**config.mk**
```make
export PLATFORM = sky130hd
export DESIGN_NAME = mem_port_arbiter_flat
export DESIGN_NICKNAME = d
export VERILOG_FILES = /design/src/rtl/mem_port_arbiter_pkg.sv /design/src/rtl/mem_port_arbiter_if.sv /design/src/rtl/mem_port_arbiter_wait_timer.sv /design/src/rtl/mem_port_arbiter.sv /design/src/flat_wrapper.sv
export SDC_FILE = /design/constraint.sdc
export NUM_CORES = 1
export LEC_CHECK = 0
export ABC_AREA = 1
export CORE_AREA = 2 2 133 135
export DETAILED_ROUTE_END_ITERATION = 16
export DIE_AREA = 0 0 135 137
export HOLD_SLACK_MARGIN = 0.05
export PLACE_DENSITY_LB_ADDON = 0.2
export SLEW_MARGIN = 20
export SYNTH_ARGS = -nofsm -noshare
export SYNTH_HDL_FRONTEND = slang
export SYNTH_SLANG_ARGS = --single-unit
```
**constraint.sdc**
```tcl
create_clock -name clk -period 1.7 [get_ports clk]
set_input_delay 0.51 -clock clk [delete_from_list [all_inputs] [get_ports clk]]
set_output_delay 0.51 -clock clk [all_outputs]
set_load 0.05 [all_outputs]
```
**src/rtl/mem_port_arbiter_pkg.sv**
```systemverilog
// ----------------------------------------------------------------------------
// mem_port_arbiter_pkg
// Shared definitions for the unified-memory port arbiter: FSM state
// encodings, grant identifiers and the data word returned on an aborted
// (timed-out) read.
// ----------------------------------------------------------------------------
package mem_port_arbiter_pkg;

   typedef enum logic [1:0] {
      IDLE    = 2'b00,
      IF_BUSY = 2'b01,
      DM_BUSY = 2'b10,
      DONE    = 2'b11
   } arb_state_e;

   typedef enum logic {
      GNT_IF = 1'b0,
      GNT_DM = 1'b1
   } arb_gnt_e;

   localparam logic [31:0] ABORT_DATA = 32'hDEADBEEF;

endpackage

```
**src/rtl/mem_port_arbiter_if.sv**
```systemverilog
// ----------------------------------------------------------------------------
// mem_port_arbiter_if
// Bundles the fetch requester, data requester and memory port signals of the
// arbiter.
//   slave  : arbiter view (requests / memory responses in, grants out)
//   master : environment view (pipeline stages and memory model)
// Fetch side  : if_req, if_addr -> if_rdata, if_ack, if_stall
// Data side   : dm_req, dm_we, dm_be, dm_addr, dm_wdata -> dm_rdata, dm_ack,
//               dm_stall
// Memory side : mem_req, mem_we, mem_be, mem_addr, mem_wdata <- mem_rdata,
//               mem_rdy
// Status      : bus_err (sticky timeout flag)
// ----------------------------------------------------------------------------
interface mem_port_arbiter_if #(
   parameter int ADDR_W = 32
) ();

   logic              if_req;
   logic [ADDR_W-1:0] if_addr;
   logic [31:0]       if_rdata;
   logic              if_ack;
   logic              if_stall;

   logic              dm_req;
   logic              dm_we;
   logic [3:0]        dm_be;
   logic [ADDR_W-1:0] dm_addr;
   logic [31:0]       dm_wdata;
   logic [31:0]       dm_rdata;
   logic              dm_ack;
   logic              dm_stall;

   logic              mem_req;
   logic              mem_we;
   logic [3:0]        mem_be;
   logic [ADDR_W-1:0] mem_addr;
   logic [31:0]       mem_wdata;
   logic [31:0]       mem_rdata;
   logic              mem_rdy;

   logic              bus_err;

   modport slave (
      input  if_req, if_addr, dm_req, dm_we, dm_be, dm_addr, dm_wdata,
             mem_rdata, mem_rdy,
      output if_rdata, if_ack, if_stall, dm_rdata, dm_ack, dm_stall,
             mem_req, mem_we, mem_be, mem_addr, mem_wdata, bus_err
   );

   modport master (
      output if_req, if_addr, dm_req, dm_we, dm_be, dm_addr, dm_wdata,
             mem_rdata, mem_rdy,
      input  if_rdata, if_ack, if_stall, dm_rdata, dm_ack, dm_stall,
             mem_req, mem_we, mem_be, mem_addr, mem_wdata, bus_err
   );

endinterface

```
**src/rtl/mem_port_arbiter_wait_timer.sv**
```systemverilog
// ----------------------------------------------------------------------------
// arb_wait_timer
// Counts memory wait cycles of the access in flight.
//   clk, rstn : clock, asynchronous active-low reset
//   i_clr     : hold the count at zero (asserted whenever no access is busy)
//   i_en      : count one wait cycle
//   o_tc      : this is the TO_CYCLES-th wait cycle; the access is aborted at
//               the end of it unless memory answers
// ----------------------------------------------------------------------------
module arb_wait_timer #(
   parameter int TO_CYCLES = 255
) (
   input  logic clk,
   input  logic rstn,
   input  logic i_clr,
   input  logic i_en,
   output logic o_tc
);

   localparam int CNT_W = $clog2(TO_CYCLES + 1);

   logic [CNT_W-1:0] r_cnt;

   // The count holds at the terminal value; the FSM leaves BUSY on that cycle.
   always_ff @(posedge clk or negedge rstn) begin
      if (!rstn) begin
         r_cnt <= '0;
      end else if (i_clr) begin
         r_cnt <= '0;
      end else if (i_en && !o_tc) begin
         r_cnt <= r_cnt + 1'b1;
      end
   end

   assign o_tc = (r_cnt == CNT_W'(TO_CYCLES - 1));

endmodule

```
**src/rtl/mem_port_arbiter.sv**
```systemverilog
// ----------------------------------------------------------------------------
// mem_port_arbiter
// Shares one single-port unified memory between instruction fetch and the
// data-memory stage. One requester is granted at a time; the winning request
// is registered onto the memory port and held stable until mem_rdy, then a
// one-cycle ack returns the read data. A watchdog aborts accesses that wait
// TO_CYCLES cycles without mem_rdy, returning ABORT_DATA and setting the
// sticky bus_err flag.
//   clk  : clock, rising edge
//   rstn : asynchronous active-low reset
//   bus  : mem_port_arbiter_if.slave (fetch, data and memory port signals)
// Optional build macro ARB_RR_EN: on simultaneous requests grant the
// requester not served last; otherwise data always wins.
// ----------------------------------------------------------------------------
module mem_port_arbiter
   import mem_port_arbiter_pkg::*;
#(
   parameter int ADDR_W    = 32,
   parameter int TO_CYCLES = 255
) (
   input  logic                 clk,
   input  logic                 rstn,
   mem_port_arbiter_if.slave    bus
);

   arb_state_e        r_state;
   logic              r_mem_req;
   logic              r_mem_we;
   logic [3:0]        r_mem_be;
   logic [ADDR_W-1:0] r_mem_addr;
   logic [31:0]       r_mem_wdata;
   logic [31:0]       r_if_rdata;
   logic [31:0]       r_dm_rdata;
   logic              r_if_ack;
   logic              r_dm_ack;
   logic              r_bus_err;
`ifdef ARB_RR_EN
   arb_gnt_e          r_last_gnt;
`endif

   logic              w_busy;
   logic              w_tc;
   arb_gnt_e          w_gnt;

   assign w_busy = (r_state == IF_BUSY) || (r_state == DM_BUSY);

   // Grant choice, only meaningful when at least one request is pending.
   always_comb begin
      w_gnt = GNT_DM;
`ifdef ARB_RR_EN
      if (bus.dm_req && bus.if_req) begin
         w_gnt = (r_last_gnt == GNT_DM) ? GNT_IF : GNT_DM;
      end else if (!bus.dm_req) begin
         w_gnt = GNT_IF;
      end
`else
      if (!bus.dm_req) begin
         w_gnt = GNT_IF;
      end
`endif
   end

   arb_wait_timer #(
      .TO_CYCLES (TO_CYCLES)
   ) u_wait_timer (
      .clk   (clk),
      .rstn  (rstn),
      .i_clr (!w_busy),
      .i_en  (w_busy && !bus.mem_rdy),
      .o_tc  (w_tc)
   );

   always_ff @(posedge clk or negedge rstn) begin
      if (!rstn) begin
         r_state     <= IDLE;
         r_mem_req   <= 1'b0;
         r_mem_we    <= 1'b0;
         r_mem_be    <= 4'h0;
         r_mem_addr  <= '0;
         r_mem_wdata <= '0;
         r_if_rdata  <= '0;
         r_dm_rdata  <= '0;
         r_if_ack    <= 1'b0;
         r_dm_ack    <= 1'b0;
         r_bus_err   <= 1'b0;
`ifdef ARB_RR_EN
         r_last_gnt  <= GNT_IF;
`endif
      end else begin
         r_if_ack <= 1'b0;
         r_dm_ack <= 1'b0;
         case (r_state)
            IDLE: begin
               if (bus.dm_req || bus.if_req) begin
                  r_mem_req <= 1'b1;
`ifdef ARB_RR_EN
                  r_last_gnt <= w_gnt;
`endif
                  if (w_gnt == GNT_DM) begin
                     r_mem_addr  <= bus.dm_addr;
                     r_mem_wdata <= bus.dm_wdata;
                     r_mem_we    <= bus.dm_we;
                     r_mem_be    <= bus.dm_be;
                     r_state     <= DM_BUSY;
                  end else begin
                     r_mem_addr  <= bus.if_addr;
                     r_mem_we    <= 1'b0;
                     r_mem_be    <= 4'hF;
                     r_state     <= IF_BUSY;
                  end
               end
            end
            IF_BUSY, DM_BUSY: begin
               if (bus.mem_rdy) begin
                  r_mem_req <= 1'b0;
                  r_mem_we  <= 1'b0;
                  if (r_state == IF_BUSY) begin
                     r_if_rdata <= bus.mem_rdata;
                     r_if_ack   <= 1'b1;
                  end else begin
                     if (!r_mem_we) r_dm_rdata <= bus.mem_rdata;
                     r_dm_ack <= 1'b1;
                  end
                  r_state <= DONE;
               end else if (w_tc) begin
                  // Watchdog abort: complete the handshake with poison data.
                  r_mem_req <= 1'b0;
                  r_bus_err <= 1'b1;
                  if (r_state == IF_BUSY) begin
                     r_if_rdata <= ABORT_DATA;
                     r_if_ack   <= 1'b1;
                  end else begin
                     if (!r_mem_we) r_dm_rdata <= ABORT_DATA;
                     r_dm_ack <= 1'b1;
                  end
                  r_state <= DONE;
               end
            end
            // Requesters drop req while the ack is visible; do not resample.
            DONE:    r_state <= IDLE;
            default: r_state <= IDLE;
         endcase
      end
   end

   assign bus.mem_req   = r_mem_req;
   assign bus.mem_we    = r_mem_we;
   assign bus.mem_be    = r_mem_be;
   assign bus.mem_addr  = r_mem_addr;
   assign bus.mem_wdata = r_mem_wdata;
   assign bus.if_rdata  = r_if_rdata;
   assign bus.dm_rdata  = r_dm_rdata;
   assign bus.if_ack    = r_if_ack;
   assign bus.dm_ack    = r_dm_ack;
   assign bus.bus_err   = r_bus_err;
   assign bus.if_stall  = bus.if_req & ~r_if_ack;
   assign bus.dm_stall  = bus.dm_req & ~r_dm_ack;

endmodule

```
**src/flat_wrapper.sv**
```systemverilog
// flat-port wrapper written by rule: the top's interface ports become plain ports
module mem_port_arbiter_flat import mem_port_arbiter_pkg::*;
#(
   parameter int ADDR_W    = 32,
   parameter int TO_CYCLES = 255
)
  (clk, rstn, bus_if_req, bus_if_addr, bus_dm_req, bus_dm_we, bus_dm_be, bus_dm_addr, bus_dm_wdata, bus_mem_rdata, bus_mem_rdy, bus_if_rdata, bus_if_ack, bus_if_stall, bus_dm_rdata, bus_dm_ack, bus_dm_stall, bus_mem_req, bus_mem_we, bus_mem_be, bus_mem_addr, bus_mem_wdata, bus_bus_err);
  mem_port_arbiter_if #(.ADDR_W(ADDR_W)) bus_i ();
  input  logic clk;
  input  logic rstn;
  input wire logic [$bits(bus_i.if_req)-1:0] bus_if_req;
  input wire logic [$bits(bus_i.if_addr)-1:0] bus_if_addr;
  input wire logic [$bits(bus_i.dm_req)-1:0] bus_dm_req;
  input wire logic [$bits(bus_i.dm_we)-1:0] bus_dm_we;
  input wire logic [$bits(bus_i.dm_be)-1:0] bus_dm_be;
  input wire logic [$bits(bus_i.dm_addr)-1:0] bus_dm_addr;
  input wire logic [$bits(bus_i.dm_wdata)-1:0] bus_dm_wdata;
  input wire logic [$bits(bus_i.mem_rdata)-1:0] bus_mem_rdata;
  input wire logic [$bits(bus_i.mem_rdy)-1:0] bus_mem_rdy;
  output wire logic [$bits(bus_i.if_rdata)-1:0] bus_if_rdata;
  output wire logic [$bits(bus_i.if_ack)-1:0] bus_if_ack;
  output wire logic [$bits(bus_i.if_stall)-1:0] bus_if_stall;
  output wire logic [$bits(bus_i.dm_rdata)-1:0] bus_dm_rdata;
  output wire logic [$bits(bus_i.dm_ack)-1:0] bus_dm_ack;
  output wire logic [$bits(bus_i.dm_stall)-1:0] bus_dm_stall;
  output wire logic [$bits(bus_i.mem_req)-1:0] bus_mem_req;
  output wire logic [$bits(bus_i.mem_we)-1:0] bus_mem_we;
  output wire logic [$bits(bus_i.mem_be)-1:0] bus_mem_be;
  output wire logic [$bits(bus_i.mem_addr)-1:0] bus_mem_addr;
  output wire logic [$bits(bus_i.mem_wdata)-1:0] bus_mem_wdata;
  output wire logic [$bits(bus_i.bus_err)-1:0] bus_bus_err;
  assign bus_i.if_req = bus_if_req;
  assign bus_i.if_addr = bus_if_addr;
  assign bus_i.dm_req = bus_dm_req;
  assign bus_i.dm_we = bus_dm_we;
  assign bus_i.dm_be = bus_dm_be;
  assign bus_i.dm_addr = bus_dm_addr;
  assign bus_i.dm_wdata = bus_dm_wdata;
  assign bus_i.mem_rdata = bus_mem_rdata;
  assign bus_i.mem_rdy = bus_mem_rdy;
  assign bus_if_rdata = bus_i.if_rdata;
  assign bus_if_ack = bus_i.if_ack;
  assign bus_if_stall = bus_i.if_stall;
  assign bus_dm_rdata = bus_i.dm_rdata;
  assign bus_dm_ack = bus_i.dm_ack;
  assign bus_dm_stall = bus_i.dm_stall;
  assign bus_mem_req = bus_i.mem_req;
  assign bus_mem_we = bus_i.mem_we;
  assign bus_mem_be = bus_i.mem_be;
  assign bus_mem_addr = bus_i.mem_addr;
  assign bus_mem_wdata = bus_i.mem_wdata;
  assign bus_bus_err = bus_i.bus_err;
  mem_port_arbiter #(.ADDR_W(ADDR_W), .TO_CYCLES(TO_CYCLES)) u_core (.clk(clk), .rstn(rstn), .bus(bus_i));
endmodule
```
==> results.json, run 1 <==
{
  "synth.top_cells.by_count": "323 x nand2_1, 147 x dfrtp_1, 67 x nand4_1",
  "use_met1_pct": 28.6,
  "die-area_um2": 18500,
  "synth.ff_latch_count": 147,
  "synthSimpleGateAreaFrac_pct": 32.1,
  "critPathSlowestCell": "dfrtp_1",
  "crit_path_max_incr_delay_ps": 450,
  "rr_worst_depth": 11,
  "syn_area_um2": 6510,
  "peakVddDrop_mv": 1.59,
  "syn_nets": 904,
  "cts-root-buf": "clkbuf_16",
  "antenna_found_initial": 0,
  "synth_edf_count": 0,
  "finClkSkew_ps": 10.3,
  "syn2layout_area_growth_pct": 84.1,
  "detail_route.iter0.violations": 428,
  "worstPathRequired_ps": 1190,
  "final_area_um2": 12000,
  "finalWeightedCongestion": 0.840,
  "ys_types": 25,
  "critPathKind": "reg -> out",
  "synth_seq_area_share_pct": 56.5,
  "drc_errors": 0,
  "synth_top_family_by_area": "simple AND/OR/NAND/NOR gates",
  "wirelength_mm": 21.9,
  "start_util_pct": 38.2,
  "grt_pass1_vias": 6276,
  "ff2ff_setup_slack_ps": 80,
  "die_w_um": 135,
  "regArea_um2": 3680,
  "setup_viol": 0,
  "clock.fmax_mhz": 608,
  "tightestPinTransition_ps": 445,
  "syn_area_per_cell_um2": 8.55,
  "status": "completed",
  "path_buf_inv": 1,
  "synthXorXnorAreaFrac_pct": 0.404,
  "max-cap-violations": 0,
  "endpoint_kind": "primary output",
  "top_usage_layer": "met2",
  "wl_per_cell_um": 16.9,
  "clockBufferDepth": 2,
  "drive_gt1_share_pct": 25.6,
  "leakagePower_nw": 5.70,
  "port_buffers": 276,
  "met2_usage_pct": 39.3,
  "ys.warnings.count": 0,
  "cp_max_fo": 2,
  "finalMaxSlewViolations": 0,
  "grt_pass1_wl_mm": 33.7,
  "grt_use_met3_pct": 8.07,
  "fillerInstances": 1276,
  "hold_path.class": "in -> async",
  "finalCritPeriodShare_pct": 96.8,
  "reg2reg_from": "u_core.u_wait_timer.r_cnt[0]$_DFFE_PN0P_",
  "overflow": 0,
  "placed_area_um2": 11200,
  "ant_nets": 0,
  "min_period_ps": 1650,
  "synthArstFlopShare_pct": 100,
  "clkLatencyLatePin_ps": 420,
  "firstDrtPassIters": 6,
  "vias_per_cell": 4.87,
  "core_area_um2": 17100,
  "holdWs_ps": 442,
  "cts.htree.levels": 4,
  "multi_input_area_um2": 2550,
  "cp-start-kind": "flop",
  "yosys.area.top_type": "dfrtp_1",
  "cts_sinks": 147,
  "diodes": 0,
  "powerDensity_nw_per_um2": 2390,
  "ios": 277,
  "syn-instance-count": 761,
  "vias": 6325,
  "arrival_ps": 1140,
  "finalHoldViolCount": 0,
  "synth_top_cell_area_share_pct": 56.5,
  "synth_fa_ha_area_share_pct": 0.961,
  "synth_area_leaders": "dfrtp_1 57%, nand2_1 19%, nand4_1 6.4%",
  "die-height_um": 137,
  "grt_usage_pct": 23.4,
  "synth_compound_area_share_pct": 4.44,
  "cts_tree": "done",
  "hpwl_mm": 15.8,
  "slew_headroom_pct": 70.3,
  "cts.clk_slew.worst_paths_ps": 60,
  "num_rows": 48,
  "post-synth-top-count-cell": "nand2_1",
  "grt_max_degree": 69,
  "cp_cell_sequence": "nor2_4, buf_12",
  "synthFlopType": "dfrtp_1",
  "fin_nets": 1204,
  "numCtsBuffers": 17,
  "muxShareOfSynthArea_pct": 0,
  "cp_top_family": "flip-flops",
  "reg2reg_to": "u_core.bus.dm_rdata[25]$_DFFE_PN0P_"
}
## power breakdown
group | switching [mW] | internal (mW)
sequential | 1.81 | 5.17
clock | 1.52 | 2.10
combinational | 9.75 | 8.25
total | 13.1 | 15.5
## cells by family after synthesis
kind of cell,count (synthesis)
compound gates,46
simple gates,483
flops,147
buf+inv,77
fa+ha+maj,5
xor+xnor,3
## per-layer routing
metal  wire length [um]  share of wire, %
met1               8600                39
met2              10900                50
met3               2030               9.3
met4                314               1.4
met5                  0                 0
## state kept, by name, summed over array words and instances (netlist names)
register / cells
u_core.bus.dm_ack: 1
u_core.bus.mem_be: 4
u_core.bus.mem_addr: 32
u_core.u_wait_timer.r_cnt: 8
u_core.bus.bus_err: 1
u_core.bus.mem_we: 1
u_core.bus.mem_req: 1
u_core.r_state: 2
u_core.bus.mem_wdata: 32
u_core.bus.dm_rdata: 32
u_core.bus.if_ack: 1
u_core.bus.if_rdata: 32
## layout make-up
| class | instances | share of cell area [%] |
|---|---|---|
| inverter | 24 | 0.762 |
| timing repair buffer | 334 | 40.2 |
| clock inverter | 11 | 0.867 |
| multi-input combinational | 537 | 21.3 |
| sequential | 147 | 30.7 |
| clock buffer | 21 | 3.84 |
| tap | 225 | 2.35 |
## per-stage QoR
step           setup TNS (ps)  setup WS [ps]  util [%]  power, mW  cells
3_5_place_dp           -22550           -298      65.7       24.8   1254
5_1_grt                 -17.6          -10.3      70.3       29.9   1299
6_report                    0           54.8      70.3       28.6   1299
2_1_floorplan           -60.8          -60.8         -       15.0    761
4_1_cts                     0           15.3      69.1       28.4   1287
3_3_place_gp           -19810           -194      65.7       24.5   1254
## worst max path at each step
stage                                             start                             endpoint  slack [ps]  cells after the start
6_report                    u_core.bus.dm_ack$_DFF_PN0_                         bus_dm_stall          50                      2
5_1_grt        u_core.u_wait_timer.r_cnt[0]$_DFFE_PN0P_  u_core.bus.dm_rdata[17]$_DFFE_PN0P_         -10                     11
4_1_cts        u_core.u_wait_timer.r_cnt[0]$_DFFE_PN0P_   u_core.bus.dm_rdata[9]$_DFFE_PN0P_          20                     11
3_5_place_dp                                 bus_dm_req  u_core.bus.mem_addr[31]$_DFFE_PN0P_        -300                      7
3_3_place_gp                                 bus_dm_req     u_core.bus.mem_be[2]$_DFFE_PN0P_        -190                      6
2_1_floorplan                                bus_dm_req                         bus_dm_stall         -60                      4
## cell usage in the layout (no fill, tap or decap)
cell type        synthesis  routed
o21ai_1                  0       1
nand2_4                  0       1
bufinv_16                0       1
o21ai_0                  7       6
nor2_4                   0       5
clkinv_2                 0       3
clkbuf_1                26       2
nand2_2                  3       7
ha_2                     0       1
clkbuf_8                 0       2
ha_4                     0       2
nand4_1                 67      67
buf_4                    6      37
buf_6                    4       3
dlygate4sd2_1            0       2
clkinv_4                 0       1
nor2_1                  47      43
dfrtp_1                147     147
clkdlybuf4s50_1          0     134
buf_12                   0     154
inv_2                    1       4
ha_1                     5       2
a31oi_1                 32      32
xor2_1                   3       3
clkinvlp_4               0       5
nand3_4                  1       1
clkbuf_16                0      19
a21oi_1                  2       2
inv_6                    0       2
dlygate4sd3_1            0       1
a31o_2                   1       1
nand2_1                323     318
inv_1                   22      19
nand3_2                  1       1
buf_2                   15       1
nand3_1                 16      16
or2_2                   24      24
o22a_1                   4       4
## repair_timing
item                                    4_1_cts  5_1_grt
resized for setup                             6       17
gates cloned                                  0        3
endpoints found under the hold margin         3        0
pin swaps                                     1        3
buffers inserted                              0        9
hold buffers                                  1        0
endpoints found under the setup margin       36       52
No activity file was read; power rests on OpenSTA's default activity.
==> run 2: changes to the inputs <==
clock period = 1.5 ns   (was 1.7 ns; I/O delays follow)
==> run 2 against run 1 <==
The flow now finishes with violations (negative setup slack). Critical path depth grew 9. Hold slack improved by 38 ps. Via count is 5.7% higher. Core utilization increased by 3.5 points. Wire length rose by 10%. Flip-flop and latch count stayed put. Count of clock-buffer cells in the layout is 3 lower. Register-to-register slack got worse by 230 ps. Sequential share of layout area down 1.4 points. Largest cell class unchanged. Setup slack lost 200 ps. Clock power rose by 25%. Non-clock buffer count up 17.
==> results.json, run 2 (synthesis results as in run 1) <==
{
  "clockBufferDepth": 2,
  "die_w_um": 135,
  "grt_max_degree": 43,
  "status": "finished, violations left",
  "final_util_pct": 73.7,
  "cp_top_family": "simple AND/OR/NAND/NOR gates",
  "ff2ff_setup_slack_ps": -150,
  "setup_viol": 69,
  "clkLatencyLatePin_ps": 420,
  "diodes": 0,
  "min_period_ps": 1650,
  "detail_route.iter0.violations": 406,
  "final_common_cell": "nand2_1",
  "final.setup.tns_ps": -6430,
  "hold_path.class": "in -> async",
  "port_buffers": 276,
  "finalHoldViolCount": 0,
  "die-area_um2": 18500,
  "setup_slack_ps": -149,
  "hpwl_mm": 15.5,
  "vias": 6683,
  "max-cap-violations": 0,
  "cts_tree": "done",
  "reg2reg_to": "u_core.bus.dm_rdata[18]$_DFFE_PN0P_",
  "drive_gt1_share_pct": 31.1,
  "dp_cells": 1256,
  "slew_headroom_pct": 74.9,
  "grt_pass1_vias": 6598,
  "cp-start-kind": "flop",
  "cts.htree.levels": 4,
  "finalCritPeriodShare_pct": 110,
  "vias_per_cell": 5.08,
  "critPathKind": "reg -> reg",
  "grt_usage_pct": 24.5,
  "cp-endpoint": "u_core.bus.dm_rdata[18]$_DFFE_PN0P_",
  "wirelength_mm": 24.2,
  "powerDensity_nw_per_um2": 2710,
  "startpoint": "u_core.u_wait_timer.r_cnt[0]$_DFFE_PN0P_",
  "syn2layout_area_growth_pct": 93.3,
  "reg2reg_from": "u_core.u_wait_timer.r_cnt[0]$_DFFE_PN0P_",
  "worstPathRequired_ps": 1810,
  "tightestPinTransition_ps": 377,
  "firstDrtPassIters": 5,
  "num_rows": 48,
  "cp_cell_sequence": "inv_2, ha_4, inv_2, nor2_4, nand2_4, nand2_8, buf_12, nand3_4, buf_8, nand2_4, nand2_2",
  "final_cells": 1315,
  "fin_nets": 1221,
  "finalMaxSlewViolations": 0,
  "dp_slack_ps": -487,
  "cp.depth": 11,
  "rr_worst_depth": 11,
  "numCtsBuffers": 17,
  "finalPower_mw": 34.1,
  "cp_max_fo": 6,
  "path_buf_inv": 4,
  "clock.fmax_mhz": 606,
  "drc_errors": 0,
  "cts.clk_slew.worst_paths_ps": 60,
  "ant_nets": 0,
  "finClkSkew_ps": 8.53,
  "arrival_ps": 1960,
  "endpoint_kind": "flop",
  "peakVddDrop_mv": 1.58,
  "start_util_pct": 38.2,
  "critPathSlowestCell": "dfrtp_1",
  "cts-root-buf": "clkbuf_16",
  "finalWeightedCongestion": 0.810,
  "violations": "negative setup slack",
  "crit_path_max_incr_delay_ps": 390,
  "mostFrequentLayoutCells": "281 x nand2_1, 152 x buf_12, 143 x dfrtp_1",
  "cts_sinks": 147,
  "die-height_um": 137,
  "grt_pass1_wl_mm": 35.1,
  "overflow": 0,
  "core_area_um2": 17100,
  "fillerInstances": 1166,
  "rsz0062_at_grt": "yes",
  "ios": 277,
  "antenna_found_initial": 0,
  "wl_per_cell_um": 18.4,
  "leakagePower_nw": 5.96
}
run 2: changes by cell type in the layout (fill, tap and decap cells not counted), moves of 3 or more:
cell	delta
buf_16	+4
buf_6	+4
buf_8	+3
bufinv_16	+3
clkbuf_16	+9
clkinvlp_4	-4
dfrtp_1	-4
dfrtp_2	+4
nand2_1	-37
nand2_2	+31
nand2_4	+5
run 2: cell type report:
cell class	instances	area, um^2	share of cell area (%)
repair buffers	351	5190	41.3
flip-flops and latches	147	3680	29.3
multi-input cells	537	2700	21.5
clock buffers	18	439	3.49
well taps	225	282	2.24
clock inverters	13	183	1.45
inverters	24	97.6	0.776
run 2: worst min path at each step:
stage                     depth (start not counted)                                  end
after floorplan                                   0       u_core.bus.bus_err$_DFFE_PN0P_
after global placement                            1  u_core.bus.if_rdata[15]$_DFFE_PN0P_
after detailed placement                          1  u_core.bus.dm_rdata[12]$_DFFE_PN0P_
after CTS                                         2  u_core.bus.dm_rdata[12]$_DFFE_PN0P_
after global routing                              2  u_core.bus.dm_rdata[16]$_DFFE_PN0P_
final                                             2  u_core.bus.if_rdata[15]$_DFFE_PN0P_
run 2: report_power, final:
part | internal (mW) | switching (mW) | total, mW
clock network | 2.82 | 1.71 | 4.53
registers | 5.87 | 2.14 | 8.01
logic | 9.99 | 11.6 | 21.6
run 2: per-layer routing:
| metal | track usage, % | up-vias | part of all wire, % |
|---|---|---|---|
| met5 | 0 | - | 0 |
| met4 | 7.99 | 0 | 2.8 |
| met3 | 7.59 | 51 | 9.2 |
| met2 | 42.1 | 302 | 51 |
| met1 | 29.4 | 3200 | 37 |
| li1 | - | 3130 | - |
run 2: through the flow:
stage / hold slack [ps] / cell area [um^2]
after CTS: 479 / 12100
after detailed placement: 368 / 11200
final: 480 / 12600
after global routing: 523 / 12600
after floorplan: 154 / 6560
after global placement: 367 / 11200
run 2: repair_timing:
| action | 4_1_cts | 5_1_grt |
|---|---|---|
| gates cloned | 4 | 13 |
| pin swaps | 6 | 12 |
| endpoints found under the setup margin | 88 | 134 |
| setup buffers | 6 | 5 |
| hold buffers | 1 | 0 |
| hold endpoints to repair | 29 | 0 |
| resized for setup | 32 | 56 |
